[src/rtl/glogic_acc.sv]
// rtl/glogic_acc.sv - registered bitwise gate with per-beat or burst-folding mode
//
// Purpose: applies one of eight bitwise functions (AND, OR, XOR, NAND, NOR,
// XNOR, PASS_A, NOT_A) to two WIDTH-bit operands. In single mode each accepted
// beat produces one result; in accumulate mode the function is folded over a
// burst, using b only on the first beat and the accumulator afterwards.
//
// Ports:
//   clk, rst            rising-edge clock, asynchronous active-high reset
//   a, b, op            operands and function select
//   acc, last           burst start (sampled in IDLE) and final-beat marker
//   in_valid/in_ready   input handshake
//   y, cnt, sat         result, beats folded, beat counter saturated
//   out_valid/out_ready output handshake
//   par                 ^y, present only when GLOGIC_ACC_PARITY_EN is defined
module glogic_acc #(
  parameter int WIDTH = 16,
  parameter int CNT_W = 8
) (
  input  logic             clk,
  input  logic             rst,
  input  logic [WIDTH-1:0] a,
  input  logic [WIDTH-1:0] b,
  input  logic [2:0]       op,
  input  logic             acc,
  input  logic             last,
  input  logic             in_valid,
  output logic             in_ready,
  output logic [WIDTH-1:0] y,
  output logic [CNT_W-1:0] cnt,
  output logic             sat,
  output logic             out_valid,
`ifdef GLOGIC_ACC_PARITY_EN
  output logic             par,
`endif
  input  logic             out_ready
);

  localparam logic [0:0] S_IDLE = 1'b0;
  localparam logic [0:0] S_ACC  = 1'b1;
  localparam logic [CNT_W-1:0] CNT_MAX = {CNT_W{1'b1}};
  localparam logic [CNT_W-1:0] CNT_ONE = CNT_W'(1);

  logic [0:0]       state;
  logic [WIDTH-1:0] accum;
  logic [2:0]       op_l;
  logic [CNT_W-1:0] beats;
  logic             sticky;

  logic             accept;
  logic             load;
  logic [WIDTH-1:0] res_idle;
  logic [WIDTH-1:0] res_acc;
  logic [CNT_W-1:0] beats_inc;
  logic [WIDTH-1:0] load_y;
  logic [CNT_W-1:0] load_cnt;
  logic             load_sat;

  function automatic logic [WIDTH-1:0] gate_f(input logic [WIDTH-1:0] x,
                                              input logic [WIDTH-1:0] z,
                                              input logic [2:0]       sel);
    case (sel)
      3'd0:    gate_f = x & z;
      3'd1:    gate_f = x | z;
      3'd2:    gate_f = x ^ z;
      3'd3:    gate_f = ~(x & z);
      3'd4:    gate_f = ~(x | z);
      3'd5:    gate_f = ~(x ^ z);
      3'd6:    gate_f = x;
      default: gate_f = ~x;
    endcase
  endfunction

  // Ready depends only on the output register so a stalled consumer never
  // lets a new result overwrite one it has not taken yet.
  assign in_ready = !out_valid || out_ready;
  assign accept   = in_valid && in_ready;

  always_comb begin
    res_idle  = gate_f(a, b, op);
    res_acc   = gate_f(accum, a, op_l);
    beats_inc = (beats == CNT_MAX) ? CNT_MAX : beats + CNT_ONE;
    if (state == S_IDLE) begin
      load     = accept && (!acc || last);
      load_y   = res_idle;
      load_cnt = CNT_ONE;
      load_sat = 1'b0;
    end else begin
      load     = accept && last;
      load_y   = res_acc;
      load_cnt = beats_inc;
      load_sat = sticky || (beats_inc == CNT_MAX);
    end
  end

  always_ff @(posedge clk or posedge rst) begin
    if (rst) begin
      state     <= S_IDLE;
      accum     <= '0;
      op_l      <= '0;
      beats     <= '0;
      sticky    <= 1'b0;
      y         <= '0;
      cnt       <= '0;
      sat       <= 1'b0;
      out_valid <= 1'b0;
`ifdef GLOGIC_ACC_PARITY_EN
      par       <= 1'b0;
`endif
    end else begin
      if (accept) begin
        if (state == S_IDLE) begin
          if (acc) begin
            accum <= res_idle;
            op_l  <= op;
            if (!last) begin
              state  <= S_ACC;
              beats  <= CNT_ONE;
              sticky <= (CNT_ONE == CNT_MAX);
            end
          end
        end else begin
          accum <= res_acc;
          if (last) begin
            state  <= S_IDLE;
            beats  <= '0;
            sticky <= 1'b0;
          end else begin
            beats  <= beats_inc;
            sticky <= sticky || (beats_inc == CNT_MAX);
          end
        end
      end

      if (load) begin
        y         <= load_y;
        cnt       <= load_cnt;
        sat       <= load_sat;
        out_valid <= 1'b1;
`ifdef GLOGIC_ACC_PARITY_EN
        par       <= ^load_y;
`endif
      end else if (out_ready) begin
        out_valid <= 1'b0;
      end
    end
  end

endmodule

[config.mk]
export PLATFORM = sky130hd
export DESIGN_NAME = glogic_acc
export DESIGN_NICKNAME = d
export VERILOG_FILES = /design/src/rtl/glogic_acc.sv
export SDC_FILE = /design/constraint.sdc
export NUM_CORES = 1
export LEC_CHECK = 0
export ABC_CLOCK_PERIOD_IN_PS = 1800
export CAP_MARGIN = 5
export CORE_ASPECT_RATIO = 0.8
export CORE_MARGIN = 2
export CORE_UTILIZATION = 53
export CTS_BUF_LIST = sky130_fd_sc_hd__clkbuf_2
export DETAILED_ROUTE_END_ITERATION = 7
export PLACE_DENSITY_LB_ADDON = 0.08
export SLEW_MARGIN = 20
export SYNTH_ARGS = -nofsm -noshare
export SYNTH_HDL_FRONTEND = slang
export SYNTH_SLANG_ARGS = --single-unit
[constraint.sdc]
create_clock -name clk -period 1.8 [get_ports clk]
set_input_delay 0.54 -clock clk [delete_from_list [all_inputs] [get_ports clk]]
set_output_delay 0.54 -clock clk [all_outputs]
set_load 0.02 [all_outputs]
==> qor.txt <==
======================================================================================
Most used DFF post-synth                                                       dfrtp_1
CTS HTree Levels                                                                     2
Clock-pin slew of the registers on the worst-case setup and hold paths         0.38 ns
Post-layout instance count excluding filler cells                                  949
CTS root buf                                                                  clkbuf_2
Clock latency on the worst-skew pair                                           0.55 ns
Element type at the critical path start                                      flip-flop
Vias in the first global route                                                    5737
Commonest cells after routing, fill and taps aside                        buf_4, mux2i_1, inv_1, ha_1, dfrtp_1
Core region area                                                            10800 um^2
Overflow left after global routing                                                   0
Worst slew pin tran                                                           0.499 ns
Worst Path Required                                                            1.26 ns
Starting DRC count in detailed routing                                             358
Tot GR Track Use                                                                 0.294
Yosys warning total                                                                  0
Ordered list of cells on the worst path                                   nor2b_4 -> inv_2 -> buf_6
Depth of the most critical reg-to-reg path                                           6
Half-perimeter wire length after detailed placement                           12900 um
Share of async-settable or async-resettable flops after synthesis                 1.00
Pwr dens                                                                   967 nW/um^2
Filler instances                                                                   861
Mean instance size in the synthesized netlist                                8.81 um^2
Number of flops mapped to enable cells by yosys                                      0
First-pass DRT Iterations                                                            5
Via total after detailed routing                                                  5875
Class of the most critical setup path                                     flip-flop to primary output
Leading cell type in the layout, fill and taps excluded                          buf_4
Headroom to the max-slew limit                                                   0.667
Area of the multi-input gates                                                4130 um^2
Antenna diode instance count                                                         0
Maximum number of pins on one net before global-route repair                        28
Number of core rows                                                                 34
DRC violation count after routing                                                    0
Die Y-Extent                                                                   97.5 um
Cell count along the critical path                                                   3
Combined flip-flop and latch cell area                                       1380 um^2
Count of buffers inserted at the top-level ports                                    67
Crit-path leading delay family                                              flip-flops
Library cell contributing the largest single delay on the critical path        dfrtp_1
Die W                                                                           121 um
Global-route wire length before repair                                        28100 um
Crit. End Element                                                         primary output
CTS buffer count                                                                     5
Total setup violations reported at the end of the flow                               2
Num ports                                                                           68
Share of cells above drive strength 1                                            0.293
Worst stage delay on the critical path                                         0.43 ns
Peak clock frequency supported by timing                                     0.540 GHz
Destination of the worst register-to-register timing path                 accum[8]$_DFFE_PP0P_
Cell count after synthesis                                                         658
Final Hold Violating Endpoints                                                       0
Post-Place Cells                                                                   923
RSZ-0062 raised after global routing                                              true
Synthesis-to-finish area growth                                                  32.2%
Starting Density                                                                 0.538
Type of the worst min-delay path                                          input port to async pin
Remaining antenna violation count                                                    0
Area of the mapped netlist                                                   5790 um^2
Max Cap Viol                                                                         0
Maximum clock skew at final layout                                           0.0506 ns
Leakage power                                                               0.00369 uW
Final wirelength                                                              17800 um
Crit Path Max Fanout                                                                 4
GP Congestion                                                                    0.845
Outcome                                                                   finished, violations left
Max-slew violation total from the final report                                       0
Final critical-path required period                                            1.85 ns
Nets in the synthesized netlist                                                    764
TritonCTS clock tree                                                             built
Clock Path Buffers                                                                   2
Setup slack, reg-to-reg                                                       -0.02 ns
Final worst-path cycle share                                                      1.03
Die area                                                                    11800 um^2
Count of distinct cell types in the synthesized netlist                             52
Worst ir drop on vdd                                                          0.642 mV
R2R Path Start                                                            accum[8]$_DFFE_PP0P_
Post-DR vias/cell                                                                 6.19
Sink Count                                                                          55
Wire length per cell                                                           18.8 um
Failing checks                                                            setup timing
Buf/Inv on CP                                                                        2
Initial antenna violation count                                                      0
Final-stage net count                                                              910
Sequential fraction of the synthesis area                                        0.238
Startpoint of the most critical setup path                                out_valid$_DFFE_PP0P_
Post-synthesis sequential element count                                             55
Final worst-path setup slack                                                -0.0509 ns
Worst slack on hold paths                                                     0.244 ns
Worst Path Arrival                                                             1.31 ns
======================================================================================
==> state kept, by name, summed over array words and instances (netlist names) <==
name / count
out_valid: 1
beats: 8
accum: 16
op_l: 3
sat: 1
state: 1
y: 16
sticky: 1
cnt: 8
==> metal layers <==
layer,global-route usage,routed length (um),up-vias
met2,0.481,8490,197
met4,0.0778,244,0
li1,-,-,2770
met5,0,0,-
met1,0.412,8020,2886
met3,0.0335,1060,22
==> power breakdown <==
part / switching (uW) / internal [uW] / total [uW] / leakage (uW)
combinational: 2460 / 2280 / 4740 / 0.00297
sequential: 406 / 1640 / 2050 / 0.000682
clock: 503 / 118 / 621 / 0.0000363
==> cell families after synthesis <==
group	Yosys count	share of synthesized area
AND/OR/NAND/NOR	138	0.128
flip-flops	55	0.238
XOR/XNOR	1	0.00151
buffers and inverters	117	0.0808
multiplexers	97	0.173
AO/OA/AOI/OAI	185	0.239
adder cells (fa/ha/maj)	65	0.140
==> worst register-to-register path: stages (launching register included) <==
cell and delay, ns:
dfrtp_1 0.42, inv_1 0.06, ha_1 0.31, mux2i_1 0.21, o21ai_0 0.15, or4_1 0.53, o211ai_1 0.10
==> final cells by class <==
type	instances	area share
clock buffer	5	0.00327
clock inverter	3	0.00441
inverter	67	0.0333
multi-input combinational	486	0.539
sequential	55	0.180
tap	144	0.0235
timing repair buffer	189	0.216
==> worst max-delay path by stage <==
stage | to | slack, ns
6_report | in_ready | -0.05
2_1_floorplan | accum[5]$_DFFE_PP0P_ | -0.03
4_1_cts | in_ready | -0.06
5_1_grt | in_ready | -0.13
3_3_place_gp | in_ready | -0.59
3_5_place_dp | accum[5]$_DFFE_PP0P_ | -0.68
==> timing repair <==
item / 4_1_cts / 5_1_grt
resized for setup: 106 / 61
buffers inserted: 9 / 7
pin swaps: 5 / 15
setup endpoints to repair: 41 / 38
hold buffers: 0 / 0
gates cloned: 0 / 2
==> cell usage after synthesis (2+ instances only) <==
library cell	number	share of area
mux2i_1	80	0.14
inv_1	66	0.043
ha_1	65	0.14
dfrtp_1	55	0.24
nand2_1	41	0.027
o211ai_1	38	0.049
clkbuf_1	30	0.019
a21oi_1	21	0.018
nor2_1	21	0.014
o21ai_0	18	0.016
o22ai_1	18	0.019
mux2_2	16	0.031
nand3_1	16	0.014
buf_2	14	0.012
nand3b_1	14	0.018
o2111ai_1	14	0.021
a31oi_1	13	0.014
o221a_2	13	0.025
o211a_1	9	0.016
o221ai_1	7	0.011
o22a_1	7	0.011
or4b_2	7	0.012
a2111oi_0	6	0.0091
nand2b_1	6	0.0065
nand4_1	6	0.0065
nor2b_1	6	0.0065
a221o_1	5	0.0086
or4_1	5	0.0065
nor3_1	4	0.0035
a211oi_1	3	0.0039
a21o_1	3	0.0039
buf_1	3	0.0019
buf_4	3	0.0039
or2_2	3	0.0032
and3_1	2	0.0022
o21a_1	2	0.0026
o21ba_2	2	0.0035
or3_1	2	0.0022
==> stage by stage <==
| step | cell area, um^2 | TNS, ns | setup WS, ns | util | power, uW |
|---|---|---|---|---|---|
| final | 7660 | -0.0695 | -0.0509 | 0.712 | 7410 |
| after global routing | 7660 | -0.460 | -0.128 | 0.712 | 7900 |
| after CTS | 7460 | -0.0613 | -0.0613 | 0.694 | 7080 |
| after detailed placement | 7390 | -26.34 | -0.683 | 0.687 | 6480 |
| after global placement | 7390 | -24.53 | -0.587 | 0.687 | 6250 |
| after floorplan | 5860 | -0.128 | -0.0342 | - | 4860 |
Note: power is estimated with default switching activity, not from simulation.
